==> src/rtl/veda_mem_arbiter.sv <==
// Round-robin two-master arbiter that sequences accesses to the 32-word Veda scratch memory.
// Memory pins are registered from the next state, so they are aligned with the WRITE/READ cycles.
module veda_mem_arbiter #(
   parameter int ADDR_W = 5,
   parameter int DATA_W = 32
) (
   input  logic              clk,
   input  logic              reset,
   input  logic              req0_valid,
   output logic              req0_ready,
   input  logic              req0_write,
   input  logic [ADDR_W-1:0] req0_addr,
   input  logic [DATA_W-1:0] req0_wdata,
   input  logic              req1_valid,
   output logic              req1_ready,
   input  logic              req1_write,
   input  logic [ADDR_W-1:0] req1_addr,
   input  logic [DATA_W-1:0] req1_wdata,
   output logic              rsp_valid,
   output logic              rsp_id,
   output logic              rsp_write,
   output logic [DATA_W-1:0] rsp_rdata,
   output logic              busy,
   output logic [ADDR_W-1:0] mem_address_a,
   output logic [ADDR_W-1:0] mem_address_b,
   output logic [DATA_W-1:0] mem_data_in,
   output logic              mem_write_enable,
   output logic              mem_mode,
   input  logic [DATA_W-1:0] mem_data_out
);

   typedef enum logic [1:0] {
      IDLE  = 2'd0,
      WRITE = 2'd1,
      READ  = 2'd2,
      RDCAP = 2'd3
   } state_t;

   localparam logic [ADDR_W-1:0] ADDR_LSB = {{(ADDR_W-1){1'b0}}, 1'b1};

   state_t              state_q, state_d;
   logic                last_q, last_d;
   logic                id_q, id_d;
   logic                write_q, write_d;
   logic [ADDR_W-1:0]   addr_q, addr_d;
   logic [DATA_W-1:0]   wdata_q, wdata_d;
   logic                rsp_valid_q, rsp_valid_d;
   logic                rsp_id_q, rsp_id_d;
   logic                rsp_write_q, rsp_write_d;
   logic [DATA_W-1:0]   rsp_rdata_q, rsp_rdata_d;
   logic                busy_q, busy_d;
   logic                we_q, we_d;
   logic                mode_q, mode_d;
   logic [ADDR_W-1:0]   addr_a_q, addr_a_d;
   logic [ADDR_W-1:0]   addr_b_q, addr_b_d;
   logic [DATA_W-1:0]   din_q, din_d;
   logic                grant_s;
   logic                hs_s;

   // A tie goes to the master not granted last; a lone requester always wins.
   always_comb begin
      grant_s = 1'b0;
      if (req0_valid && req1_valid) begin
         grant_s = ~last_q;
      end else begin
         grant_s = ~req0_valid;
      end
   end

   assign req0_ready = (state_q == IDLE) && !reset && req0_valid && !grant_s;
   assign req1_ready = (state_q == IDLE) && !reset && req1_valid && grant_s;
   assign hs_s       = req0_ready || req1_ready;

   always_comb begin
      state_d     = state_q;
      last_d      = last_q;
      id_d        = id_q;
      write_d     = write_q;
      addr_d      = addr_q;
      wdata_d     = wdata_q;
      rsp_valid_d = 1'b0;
      rsp_id_d    = rsp_id_q;
      rsp_write_d = rsp_write_q;
      rsp_rdata_d = rsp_rdata_q;
      case (state_q)
         IDLE: begin
            if (hs_s) begin
               id_d    = grant_s;
               last_d  = grant_s;
               write_d = grant_s ? req1_write : req0_write;
               addr_d  = grant_s ? req1_addr  : req0_addr;
               wdata_d = grant_s ? req1_wdata : req0_wdata;
               state_d = (grant_s ? req1_write : req0_write) ? WRITE : READ;
            end else begin
               state_d = IDLE;
            end
         end
         WRITE: begin
            rsp_valid_d = 1'b1;
            rsp_write_d = 1'b1;
            rsp_id_d    = id_q;
            rsp_rdata_d = {DATA_W{1'b0}};
            state_d     = IDLE;
         end
         READ: begin
            state_d = RDCAP;
         end
         RDCAP: begin
            rsp_valid_d = 1'b1;
            rsp_write_d = 1'b0;
            rsp_id_d    = id_q;
            rsp_rdata_d = mem_data_out;
            state_d     = IDLE;
         end
         default: begin
            state_d = IDLE;
         end
      endcase
   end

   // Address pair always differs by the LSB while accessing, so the lockout never fires.
   always_comb begin
      busy_d   = (state_d != IDLE);
      we_d     = 1'b0;
      mode_d   = 1'b0;
      addr_a_d = {ADDR_W{1'b0}};
      addr_b_d = {ADDR_W{1'b0}};
      din_d    = {DATA_W{1'b0}};
      case (state_d)
         WRITE: begin
            we_d     = 1'b1;
            addr_a_d = addr_d;
            addr_b_d = addr_d ^ ADDR_LSB;
            din_d    = wdata_d;
         end
         READ: begin
            mode_d   = 1'b1;
            addr_b_d = addr_d;
            addr_a_d = addr_d ^ ADDR_LSB;
         end
         default: begin
            we_d   = 1'b0;
            mode_d = 1'b0;
         end
      endcase
   end

   always_ff @(posedge clk) begin
      if (reset) begin
         state_q     <= IDLE;
         last_q      <= 1'b1;
         id_q        <= 1'b0;
         write_q     <= 1'b0;
         addr_q      <= {ADDR_W{1'b0}};
         wdata_q     <= {DATA_W{1'b0}};
         rsp_valid_q <= 1'b0;
         rsp_id_q    <= 1'b0;
         rsp_write_q <= 1'b0;
         rsp_rdata_q <= {DATA_W{1'b0}};
         busy_q      <= 1'b0;
         we_q        <= 1'b0;
         mode_q      <= 1'b0;
         addr_a_q    <= {ADDR_W{1'b0}};
         addr_b_q    <= {ADDR_W{1'b0}};
         din_q       <= {DATA_W{1'b0}};
      end else begin
         state_q     <= state_d;
         last_q      <= last_d;
         id_q        <= id_d;
         write_q     <= write_d;
         addr_q      <= addr_d;
         wdata_q     <= wdata_d;
         rsp_valid_q <= rsp_valid_d;
         rsp_id_q    <= rsp_id_d;
         rsp_write_q <= rsp_write_d;
         rsp_rdata_q <= rsp_rdata_d;
         busy_q      <= busy_d;
         we_q        <= we_d;
         mode_q      <= mode_d;
         addr_a_q    <= addr_a_d;
         addr_b_q    <= addr_b_d;
         din_q       <= din_d;
      end
   end

   assign rsp_valid        = rsp_valid_q;
   assign rsp_id           = rsp_id_q;
   assign rsp_write        = rsp_write_q;
   assign rsp_rdata        = rsp_rdata_q;
   assign busy             = busy_q;
   assign mem_write_enable = we_q;
   assign mem_mode         = mode_q;
   assign mem_address_a    = addr_a_q;
   assign mem_address_b    = addr_b_q;
   assign mem_data_in      = din_q;

endmodule

==> config.mk <==
export PLATFORM = sky130hd
export DESIGN_NAME = veda_mem_arbiter
export DESIGN_NICKNAME = d
export VERILOG_FILES = /design/src/rtl/veda_mem_arbiter.sv
export SDC_FILE = /design/constraint.sdc
export NUM_CORES = 1
export LEC_CHECK = 0
export BUFFER_PORTS_ARGS = -buffer_cell sky130_fd_sc_hd__buf_4
export CORE_UTILIZATION = 46
export CTS_BUF_LIST = sky130_fd_sc_hd__clkbuf_8 sky130_fd_sc_hd__clkbuf_16
export CTS_CLUSTER_SIZE = 24
export DETAILED_ROUTE_END_ITERATION = 8
export PLACE_DENSITY = 0.77
export RECOVER_POWER = 50
export REMOVE_ABC_BUFFERS = 1
export SLEW_MARGIN = 10
export SYNTH_ARGS = -nofsm -noshare
export SYNTH_HDL_FRONTEND = slang
export SYNTH_SLANG_ARGS = --single-unit
==> constraint.sdc <==
create_clock -name clk -period 2.8 [get_ports clk]
set_input_delay 0.28 -clock clk [delete_from_list [all_inputs] [get_ports clk]]
set_output_delay 0.28 -clock clk [all_outputs]
set_load 0.01 [all_outputs]
After elaboration in Yosys (flattened, before gate mapping)
Cells that the tools add are included.

Equal/unequal tests: 5. Mux-type cells: 18. Bitwise logic cells: 4. Reduce and logical (&&, ||, !) cells: 15.

Operator list (number): two-way mux 32 bit (3); case mux 32 bit (2 select lines) (1); case mux 5 bit (2 select lines) (2); two-way mux 5 bit (3); equality test 2 bit (second input constant) (3); logical AND 1 bit (6); case mux 2 bit (3 select lines) (1); two-way mux 1 bit (5); equality test 2 x 1 -> 1 bit (second input constant) (2); two-way mux 2 bit (2); NOT 1 bit (4); nonzero test 2 bit (2); OR reduction 2 bit (2); zero test 1 bit (2); zero test 2 bit (1); case mux 1 bit (2 select lines) (1); AND reduction 2 bit (1); logical OR 1 bit (1).

Register bits: 121. Input port bits: 112. Output and inout bits: 82. Logic and storage cells: 57.

Depth between registers and ports, before layout
Gate-level depths: netlist of the first run.

Depth after elaboration: 10. Depth in mapped cells: 10. Mapped depth without buffers: 7.

Least setup slack after synthesis of the first run
Ideal clock, no wire load.

Path type: input port to flip-flop. Start point: input port reset. End point: register addr_b_q[0], in the netlist mem_address_b[0]. Setup time: 0.135 ns. Arrival time: 1.825 ns. Required time: 2.665 ns. Slack: 0.841 ns. Stages: 8. Path buffers: 2. Cells stage by stage: buf_6 nor3_4 o21ai_0 o31a_1 ha_1 nand2_1 clkbuf_1 mux2i_1.

Cells in the longest elaborated chain, start to end: 9. Elaborated cells between the ends (all ways): 15. Those cells by class: eq/ne (2); mux (5); bitwise (1); reduce/logical (7).

Ends and longest elaborated chain: start, declared (line 8) `input logic reset,`; zero test 1 bit (line 70, 71); logical AND 1 bit (line 70, 71); logical AND 1 bit, on equally long branches (2 in a row) (line 70, 71); logical OR 1 bit (line 72) `assign hs_s = req0_ready || req1_ready;`; two-way mux 2 bit or two-way mux 5 bit (tied branches) (line 87) `if (hs_s) begin`; case mux 2 bit (3 select lines) or two-way mux 5 bit (tied branches) (line 85) `case (state_q)`; equality test 2 bit, or another cell as far along (line 129) `case (state_d)`; case mux 5 bit (2 select lines) (line 129); end signal, assigned (line 164) `addr_b_q <= {ADDR_W{1'b0}};`; end signal, assigned (line 181) `addr_b_q <= addr_b_d;`; end, declared (line 55) `logic [ADDR_W-1:0] addr_b_q, addr_b_d;`.

Several ways; a longest one is shown, not always the timed one. A chain may end at the register's enable or synchronous reset.

Final worst setup path of the first run
Start point: register state_q[0]. End point: register din_q[19], in the netlist mem_data_in[19].

Cells in the longest elaborated chain, start to end: 10. Elaborated cells between the ends (all ways): 18. Those cells by class: eq/ne (4); mux (4); bitwise (1); reduce/logical (9).

Ends and longest elaborated chain: start, declared (line 41) `state_t state_q, state_d;`; start signal, assigned (line 167) `state_q <= state_d;`; zero test 2 bit (line 70, 71, 85); logical AND 1 bit (line 70, 71); logical AND 1 bit, on equally long branches (2 in a row) (line 70, 71); logical OR 1 bit (line 72); two-way mux 2 bit (line 87); case mux 2 bit (3 select lines) (line 85); equality test 2 x 1 -> 1 bit (line 129); NOT 1 bit (no line); OR reduction 2 bit (no line); end signal, assigned (line 165) `din_q <= {DATA_W{1'b0}};`; end signal, assigned (line 182) `din_q <= din_d;`; end, declared (line 56) `logic [DATA_W-1:0] din_q, din_d;`.

Several ways; a longest one is shown, not always the timed one.

==> results.json, run 1 <==
{
  "core.rowCount": 34,
  "grt_pass1_wl_um": 17600,
  "drc_errors": 36,
  "clockBufferDepth": 2,
  "max_slew.worst_pin.slew_ns": 1.61,
  "gp_congestion": 0.819,
  "power_switching_share_pct": 23.7,
  "start_kind": "flop",
  "dr.pass1.iters": 6,
  "dp_hpwl_um": 7030,
  "slowest_stage": "nor3_1",
  "worstRegToRegCells": 7,
  "stdcell_area_um2": 6190,
  "avgSynthCellArea_um2": 11.2,
  "cts_tree": "done",
  "comb_power_share_pct": 12.2,
  "cp_cell_sequence": "nor3_1 -> o21ai_0 -> o31a_1 -> ha_1 -> nand2_1 -> buf_4 -> a211oi_1",
  "skew_ns": 0.00623,
  "drive_gt1_share_pct": 26.7,
  "die_w_um": 97.6,
  "start_util_pct": 47.8,
  "r2r-start": "state_q[0]",
  "startpoint": "state_q[0]",
  "vias_per_cell": 5.13,
  "postLayoutCoreUtil_pct": 70.3,
  "drt_iter0_drc": 130,
  "internal_power_uw": 3450,
  "maxCapViolations": 1,
  "clkPwrFrac_pct": 47.8,
  "crit_path_max_fanout": 14,
  "worstSkewPairLatency_ns": 0.50,
  "finalSetupTns_ns": 0,
  "fillers": 699,
  "placed_cell_area_um2": 5630,
  "r2r_slack_ns": 0.28,
  "ys_ff_latch": 117,
  "yosys_warnings": 0,
  "fin_crit_sh_pct": 90.1,
  "fin_nets": 702,
  "grt_antenna_before_repair": 0,
  "num_vias": 3629,
  "boundaryPins": 194,
  "critPathArrivalTime_ns": 2.84,
  "die_y_um": 97.6,
  "syn_inst": 377,
  "clk_pin_slew_ns": 0.06,
  "power.switching_uw": 1070,
  "cpPeakStageDelay_ns": 0.49,
  "clock-sinks": 117,
  "seq_power_share_pct": 39.9,
  "root_buffer": "clkbuf_8",
  "fin_crit_ns": 2.52,
  "holdCritPathClass": "input pin to flop",
  "critical_path_class": "flop to flop",
  "grt_max_degree": 110,
  "drv_slew": 33,
  "power_density_nw_per_um2": 729,
  "dieArea_um2": 9530,
  "gr-total-overflow": 0,
  "syn_to_final_growth_pct": 47.2,
  "ir_worst_vdd_mv": 0.397,
  "grt_pass1_vias": 3680,
  "p_leak_uw": 0.00262,
  "r2r_end": "mem_data_in[19]",
  "wirelength_um": 10900,
  "rsz0062_at_grt": "false",
  "ant_nets": 0,
  "syn_area_um2": 4210,
  "io_buffers": 193,
  "routed_wire_length_per_instance_um": 15.4,
  "failed_checks": "design-rule violations, max-capacitance violations, max-slew violations",
  "required_ns": 3.12,
  "ys_types": 27,
  "cp-endpoint": "mem_data_in[19]",
  "n_antenna_cell": 0,
  "h-tree-depth": 4,
  "total_power_uw": 4520,
  "outcome": "finished with violations",
  "setup_viol": 0,
  "end_kind": "flop",
  "clock.fmax_mhz": 396,
  "hold_viol_final": 0,
  "coreArea_um2": 8810,
  "ys_seq_area_share_pct": 55.7,
  "grtUsageTotal_pct": 23.7,
  "slew_headroom_pct": -7.41,
  "numCtsBuffers": 17
}
==> cell usage after synthesis (all sizes together) <==
library cell  number  share of area, %
a21boi             1              0.18
and3               2              0.30
nor2b              3              0.45
o22ai              1              0.15
inv                4              0.36
clkbuf            12               1.1
o211ai             2              0.36
o31a               1              0.21
mux2i             39               9.3
o21a               2              0.36
nand2b             2              0.30
buf               23               4.0
a21oi              3              0.36
and2               3              0.45
nand2              8              0.89
dfxtp            117                56
nor3               1              0.39
nor2              42               4.3
a211oi            73                13
a22o              32               6.7
o21ai              3              0.36
ha                 3              0.89
==> power groups by stage <==
stage / Clock, uW / Combinational (uW) / Sequential, uW
after floorplan: 0 / 270 / 1850
after global placement: 0 / 535 / 1840
after detailed placement: 0 / 552 / 1840
after CTS: 2190 / 588 / 1810
after global routing: 2260 / 611 / 1810
final: 2160 / 553 / 1800
==> area by class of cell <==
type	count	area [um2]	area share, %
clock inverters	11	151	2.44
flip-flops and latches	117	2340	37.8
well taps	108	135	2.18
multi-input cells	221	1640	26.4
clock buffers	20	455	7.35
repair buffers	226	1460	23.6
inverters	4	15.0	0.242
==> placed cells by master (no fill, tap or decap), types with 2 or more instances in the layout <==
master | netlist | final
nand2b_1 | 2 | 2
dfxtp_1 | 117 | 117
bufinv_16 | 0 | 3
clkbuf_1 | 12 | 82
clkbuf_16 | 0 | 16
clkinv_4 | 0 | 3
mux2i_1 | 39 | 39
clkinvlp_4 | 0 | 4
nor2b_1 | 3 | 3
a21oi_1 | 3 | 3
ha_1 | 3 | 3
nor2_1 | 32 | 31
and3_1 | 2 | 2
buf_4 | 7 | 116
inv_1 | 4 | 4
and2_0 | 0 | 3
o211ai_1 | 2 | 2
nand2_1 | 7 | 7
nor2_2 | 10 | 11
clkbuf_8 | 0 | 4
a211oi_1 | 73 | 73
a22o_1 | 32 | 32
o21ai_0 | 3 | 3
dlygate4sd3_1 | 0 | 28
==> critical path: cells and delay by family (launching register included) <==
kind                       cells  cell delay, ns
AOI/OAI and AO/OA              3            0.64
adders and majority gates      1            0.21
buffers and inverters          1            0.30
DFF                            1            0.37
and+or+nand+nor                2            0.82
==> stage by stage <==
stage / worst slack (ns) / instances / hold WS, ns
after global routing: 0.169 / 707 / 0.0128
after floorplan: -1.41 / 342 / 0.349
final: 0.276 / 707 / 0.0264
after CTS: 0.558 / 707 / 0.0130
after global placement: 0.556 / 648 / 0.463
after detailed placement: 0.463 / 648 / 0.465
==> what timing repair did <==
| item | in CTS | in global routing |
|---|---|---|
| buffers inserted | 0 | 0 |
| endpoints found under the hold margin | 28 | 0 |
| hold buffers | 28 | 0 |
| resized for setup | 0 | 0 |
==> flip-flops by register name (all words and copies together), names as in the netlist <==
name	flops
busy	1
id_q	1
rsp_rdata	32
mem_mode	1
state_q	2
mem_address_a	5
addr_q	5
rsp_valid	1
rsp_id	1
mem_write_enable	1
mem_address_b	1
mem_data_in	32
wdata_q	32
last_q	1
rsp_write	1
==> routing by layer <==
layer	vias up	wire (um)	GRT usage, %
li1	1813	-	-
met1	1653	4590	27.1
met2	151	5340	40.9
met3	12	837	6.91
met4	0	131	10.3
met5	-	0	0
==> logic make-up (layout without fill, tap and decap cells) <==
logic type | Yosys count | count (layout) | synth area share [%]
muxes | 39 | 39 | 9.28
DFF | 117 | 117 | 55.7
and+or+nand+nor | 61 | 61 | 7.11
buffers and inverters | 39 | 261 | 5.41
AOI/OAI and AO/OA | 118 | 118 | 21.6
adders and majority gates | 3 | 3 | 0.892
==> worst min-delay path by stage <==
stage,start,end,slack [ns],depth (start not counted)
6_report,mem_data_out[17],rsp_rdata[17],0.03,2
5_1_grt,mem_data_out[17],rsp_rdata[17],0.01,2
4_1_cts,mem_data_out[12],rsp_rdata[12],0.01,2
3_5_place_dp,rsp_rdata[6],rsp_rdata[6],0.47,1
3_3_place_gp,rsp_rdata[21],rsp_rdata[21],0.46,1
2_1_floorplan,reset,state_q[0],0.35,1
(Power assumes the default switching activity.)
==> run 2: changes to the inputs <==
--- a/config.mk
+++ b/config.mk
@@ -12,7 +12,6 @@
 export DETAILED_ROUTE_END_ITERATION = 8
 export PLACE_DENSITY = 0.77
 export RECOVER_POWER = 50
-export REMOVE_ABC_BUFFERS = 1
 export SLEW_MARGIN = 10
 export SYNTH_ARGS = -nofsm -noshare
 export SYNTH_HDL_FRONTEND = slang
==> results.json, run 2 (synthesis gave the netlist of run 1 again) <==
{
  "outcome": "finished with violations",
  "failed_checks": "design-rule violations",
  "setup_viol": 0,
  "clock.fmax_mhz": 465,
  "ant_nets": 0,
  "worstSkewPairLatency_ns": 0.49,
  "syn-num-nets": 492,
  "stdcell_area_um2": 6280,
  "slew_headroom_pct": 26.6,
  "r2r_slack_ns": 0.65,
  "cts_resized": 0,
  "clk_pin_slew_ns": 0.06,
  "final_cell_mix": "118 x buf_4, 117 x dfxtp_1, 81 x clkbuf_1",
  "gr-total-overflow": 0,
  "holdCritStartpoint": "mem_data_out[24]",
  "dieArea_um2": 9530,
  "die_y_um": 97.6,
  "num_vias": 3662,
  "drive_gt1_share_pct": 26.9,
  "total_power_uw": 4740,
  "root_buffer": "clkbuf_8",
  "worstRegToRegCells": 7,
  "dr.pass1.iters": 7,
  "n_antenna_cell": 0,
  "r2r-start": "state_q[0]",
  "power_density_nw_per_um2": 755,
  "post-cts-setup-buffers": 0,
  "die_w_um": 97.6,
  "holdCritPathClass": "input pin to flop",
  "vias_per_cell": 5.16,
  "gp_congestion": 0.777,
  "p_leak_uw": 0.00268,
  "hold_viol_final": 0,
  "grt_antenna_before_repair": 0,
  "clock-sinks": 117,
  "fin_crit_ns": 2.15,
  "grt_max_degree": 54,
  "maxCapViolations": 0,
  "dp_hpwl_um": 6760,
  "placed_cell_area_um2": 5630,
  "rsz0062_at_grt": "false",
  "cpPeakStageDelay_ns": 0.39,
  "critPathArrivalTime_ns": 2.50,
  "cts_tree": "done",
  "end_kind": "flop",
  "grt_pass1_wl_um": 17400,
  "numCtsBuffers": 17,
  "coreArea_um2": 8810,
  "finalSetupTns_ns": 0,
  "wirelength_um": 10800,
  "io_buffers": 193,
  "start_util_pct": 47.8,
  "min_to": "rsp_rdata[24]",
  "drt_iter0_drc": 131,
  "fillers": 679,
  "grt_pass1_vias": 3620,
  "r2r_end": "mem_address_a[4]",
  "core.rowCount": 34,
  "seqCellArea_um2": 2340,
  "cp_cell_sequence": "nor3_4 -> o21a_4 -> o21ai_0 -> and2_1 -> ha_1 -> o211ai_1 -> a211oi_1",
  "drc_errors": 34,
  "drv_slew": 0,
  "routed_wire_length_per_instance_um": 15.2,
  "h-tree-depth": 4,
  "fin_nets": 704,
  "skew_ns": 0.00847,
  "multi_input_area_um2": 1640,
  "crit_path_max_fanout": 19,
  "worstHoldPathCells": 2,
  "start_kind": "flop",
  "ir_worst_vdd_mv": 0.444,
  "required_ns": 3.15,
  "hold_buffers": 29,
  "syn_to_final_growth_pct": 49.2,
  "final_common_cell": "buf_4",
  "grtUsageTotal_pct": 23.2,
  "critical_path_class": "flop to flop",
  "boundaryPins": 194,
  "max_slew.worst_pin.slew_ns": 1.10,
  "slowest_stage": "dfxtp_1",
  "clockBufferDepth": 2,
  "fin_crit_sh_pct": 76.7
}
## run 2: worst max-delay path, delay by kind of cell (launching register included)
kind,cells,cell delay [ns]
adder cells (fa/ha/maj),1,0.21
AO/OA/AOI/OAI,4,0.95
AND/OR/NAND/NOR,2,0.46
flip-flops,1,0.39
## run 2: worst max path at each step
stage,depth (start not counted),from,to
floorplan,8,reset,mem_address_b[0]
global placement,8,reset,mem_address_a[2]
detailed placement,8,reset,mem_address_a[4]
CTS,7,state_q[1],mem_address_a[4]
global route,7,state_q[1],mem_address_a[4]
finish,7,state_q[0],mem_address_a[4]
## run 2: per-stage QoR
stage               util, %  hold slack (ns)  instances  worst slack (ns)
global route           71.3          0.00709        710             0.437
finish                 71.3           0.0209        710             0.651
detailed placement     64.0            0.465        649             0.631
global placement       64.0            0.464        649             0.751
floorplan                 -            0.406        377             0.841
CTS                    74.8          0.00475        710             0.652
## run 2: layout make-up
| type | count | area share (%) |
|---|---|---|
| sequential | 117 | 37.3 |
| multi-input combinational | 221 | 26.2 |
| timing repair buffer | 228 | 23.6 |
| clock buffer | 18 | 6.82 |
| clock inverter | 14 | 3.73 |
| tap | 108 | 2.15 |
| inverter | 4 | 0.239 |
## run 2: power breakdown
part | leakage, uW | internal (uW) | switching [uW]
Clock | 0.000324 | 1640 | 738
Combinational | 0.00140 | 265 | 292
Sequential | 0.000953 | 1770 | 37.0
Total | 0.00268 | 3670 | 1070
## run 2: routing by layer
metal  part of all wire [%]  track usage [%]  vias to the layer above
li1                       -                -                     1819
met2                     50             40.2                      165
met3                    6.9             6.26                       12
met5                      0                0                        -
met1                     41             27.3                     1666
met4                    1.4             8.86                        0
==> run 3: changes to the inputs <==
==> constraint.sdc (replaced) <==
create_clock -name clk -period 2.2 [get_ports clk]
set_input_delay 0.22 -clock clk [delete_from_list [all_inputs] [get_ports clk]]
set_output_delay 0.22 -clock clk [all_outputs]
set_load 0.01 [all_outputs]
==> results.json, run 3 (synthesis gave the netlist of run 1 again) <==
{
  "maxCapViolations": 0,
  "root_buffer": "clkbuf_8",
  "clock.fmax_mhz": 476,
  "n_antenna_cell": 0,
  "finalSetupTns_ns": 0,
  "ir_worst_vdd_mv": 0.466,
  "numCtsBuffers": 17,
  "final_common_cell": "buf_4",
  "start_util_pct": 47.8,
  "max_slew.worst_pin.slew_ns": 1.13,
  "ant_nets": 0,
  "drt_iter0_drc": 108,
  "grt_antenna_before_repair": 0,
  "grt_max_degree": 110,
  "syn-num-nets": 492,
  "critPathArrivalTime_ns": 2.51,
  "critical_path_class": "input pin to flop",
  "vias_per_cell": 5.24,
  "syn_to_final_growth_pct": 49.6,
  "required_ns": 2.61,
  "coreArea_um2": 8810,
  "clockBufferDepth": 2,
  "met3_length_um": 787,
  "crit_path_max_fanout": 6,
  "drv_slew": 0,
  "grt_pass1_wl_um": 18000,
  "wl_met1_um": 4670,
  "placed_cell_area_um2": 5670,
  "cpPeakStageDelay_ns": 0.55,
  "end_kind": "flop",
  "gp_congestion": 0.787,
  "stdcell_area_um2": 6300,
  "die_w_um": 97.6,
  "holdCritPathClass": "input pin to flop",
  "dp_hpwl_um": 6770,
  "crit_family": "buffers and inverters",
  "wl_met2_um": 5650,
  "cts_tree": "done",
  "drive_gt1_share_pct": 26.0,
  "drc_errors": 34,
  "failed_checks": "design-rule violations",
  "dieArea_um2": 9530,
  "die_y_um": 97.6,
  "clock-sinks": 117,
  "power_density_nw_per_um2": 925,
  "hold_viol_final": 0,
  "start_kind": "input pin",
  "h-tree-depth": 4,
  "grt_pass1_vias": 3680,
  "wirelength_um": 11200,
  "clk_pin_slew_ns": 0.06,
  "routed_wire_length_per_instance_um": 15.7,
  "num_vias": 3748,
  "core.rowCount": 34,
  "slowest_stage": "dlygate4sd3_1",
  "rsz0062_at_grt": "false",
  "fin_crit_ns": 2.10,
  "io_buffers": 193,
  "fin_nets": 710,
  "gr-total-overflow": 0,
  "setup_viol": 0,
  "final_cell_mix": "118 x buf_4, 117 x dfxtp_1, 81 x clkbuf_1",
  "grtUsageTotal_pct": 24.3,
  "boundaryPins": 194,
  "fin_crit_sh_pct": 95.4,
  "p_leak_uw": 0.00268,
  "cp_cell_sequence": "dlygate4sd3_1 -> clkbuf_1 -> nor3_4 -> o21ai_0 -> o31a_1 -> ha_1 -> o211ai_1 -> buf_4 -> a211oi_1",
  "dr.pass1.iters": 6,
  "outcome": "finished with violations",
  "slew_headroom_pct": 24.6,
  "highest_layer": "met4",
  "skew_ns": 0.00588,
  "worstSkewPairLatency_ns": 0.51,
  "critical_path_buf_inv_count": 3
}
[run 3: worst reg2reg max path, stage by stage, from the launching register on]
cell and delay (ns):
dfxtp_1 0.35, nand2b_1 0.25, and3_1 0.24, o31a_1 0.34
ha_1 0.31, o211ai_1 0.10, buf_4 0.17, a211oi_1 0.19
[run 3: what timing repair did]
| action | CTS | global route |
|---|---|---|
| hold buffers | 33 | 0 |
| setup endpoints to repair | 0 | 23 |
| buffers inserted | 0 | 1 |
| resized for setup | 0 | 2 |
| endpoints found under the hold margin | 33 | 0 |
[run 3: power by group]
group          total [uW]  leakage (uW)  internal, uW  switching [uW]
clock network        2800      0.000294          1860             946
registers            2290      0.000953          2250            45.7
logic                 730       0.00143           348             382
[run 3: worst paths after layout]
kind | from | end | slack (ns) | depth (start not counted)
setup / recovery | reset | mem_address_a[2] | 0.10 | 9
setup reg to reg | last_q | mem_address_a[2] | 0.15 | 7
hold reg to reg | rsp_rdata[10] | rsp_rdata[10] | 0.48 | 1
hold / removal | req1_valid | last_q | 0.07 | 3
[run 3: final cells by class]
class | instances | area [um2]
clock buffers | 18 | 428
clock inverters | 13 | 183
fillers | 696 | 2510
inverters | 4 | 15.0
multi-input cells | 221 | 1630
flip-flops and latches | 117 | 2340
well taps | 108 | 135
repair buffers | 234 | 1560
[run 3: layer usage]
metal	up-vias	global-route usage (%)
li1	1831	-
met1	1749	27.8
met2	156	42.6
met3	12	6.83
met4	0	9.91
met5	-	0
[run 3: metrics by stage]
step                      hold WS [ns]  worst slack (ns)  instances  power, uW  util, %
after floorplan                  0.346             0.256        377       2750        -
after global placement           0.432             0.306        650       3030     64.4
after detailed placement         0.436             0.232        650       3050     64.4
after CTS                       0.0289             0.138        714       5920     75.0
after global routing            0.0629            0.0128        715       6070     71.5
final                           0.0652             0.100        715       5830     71.5
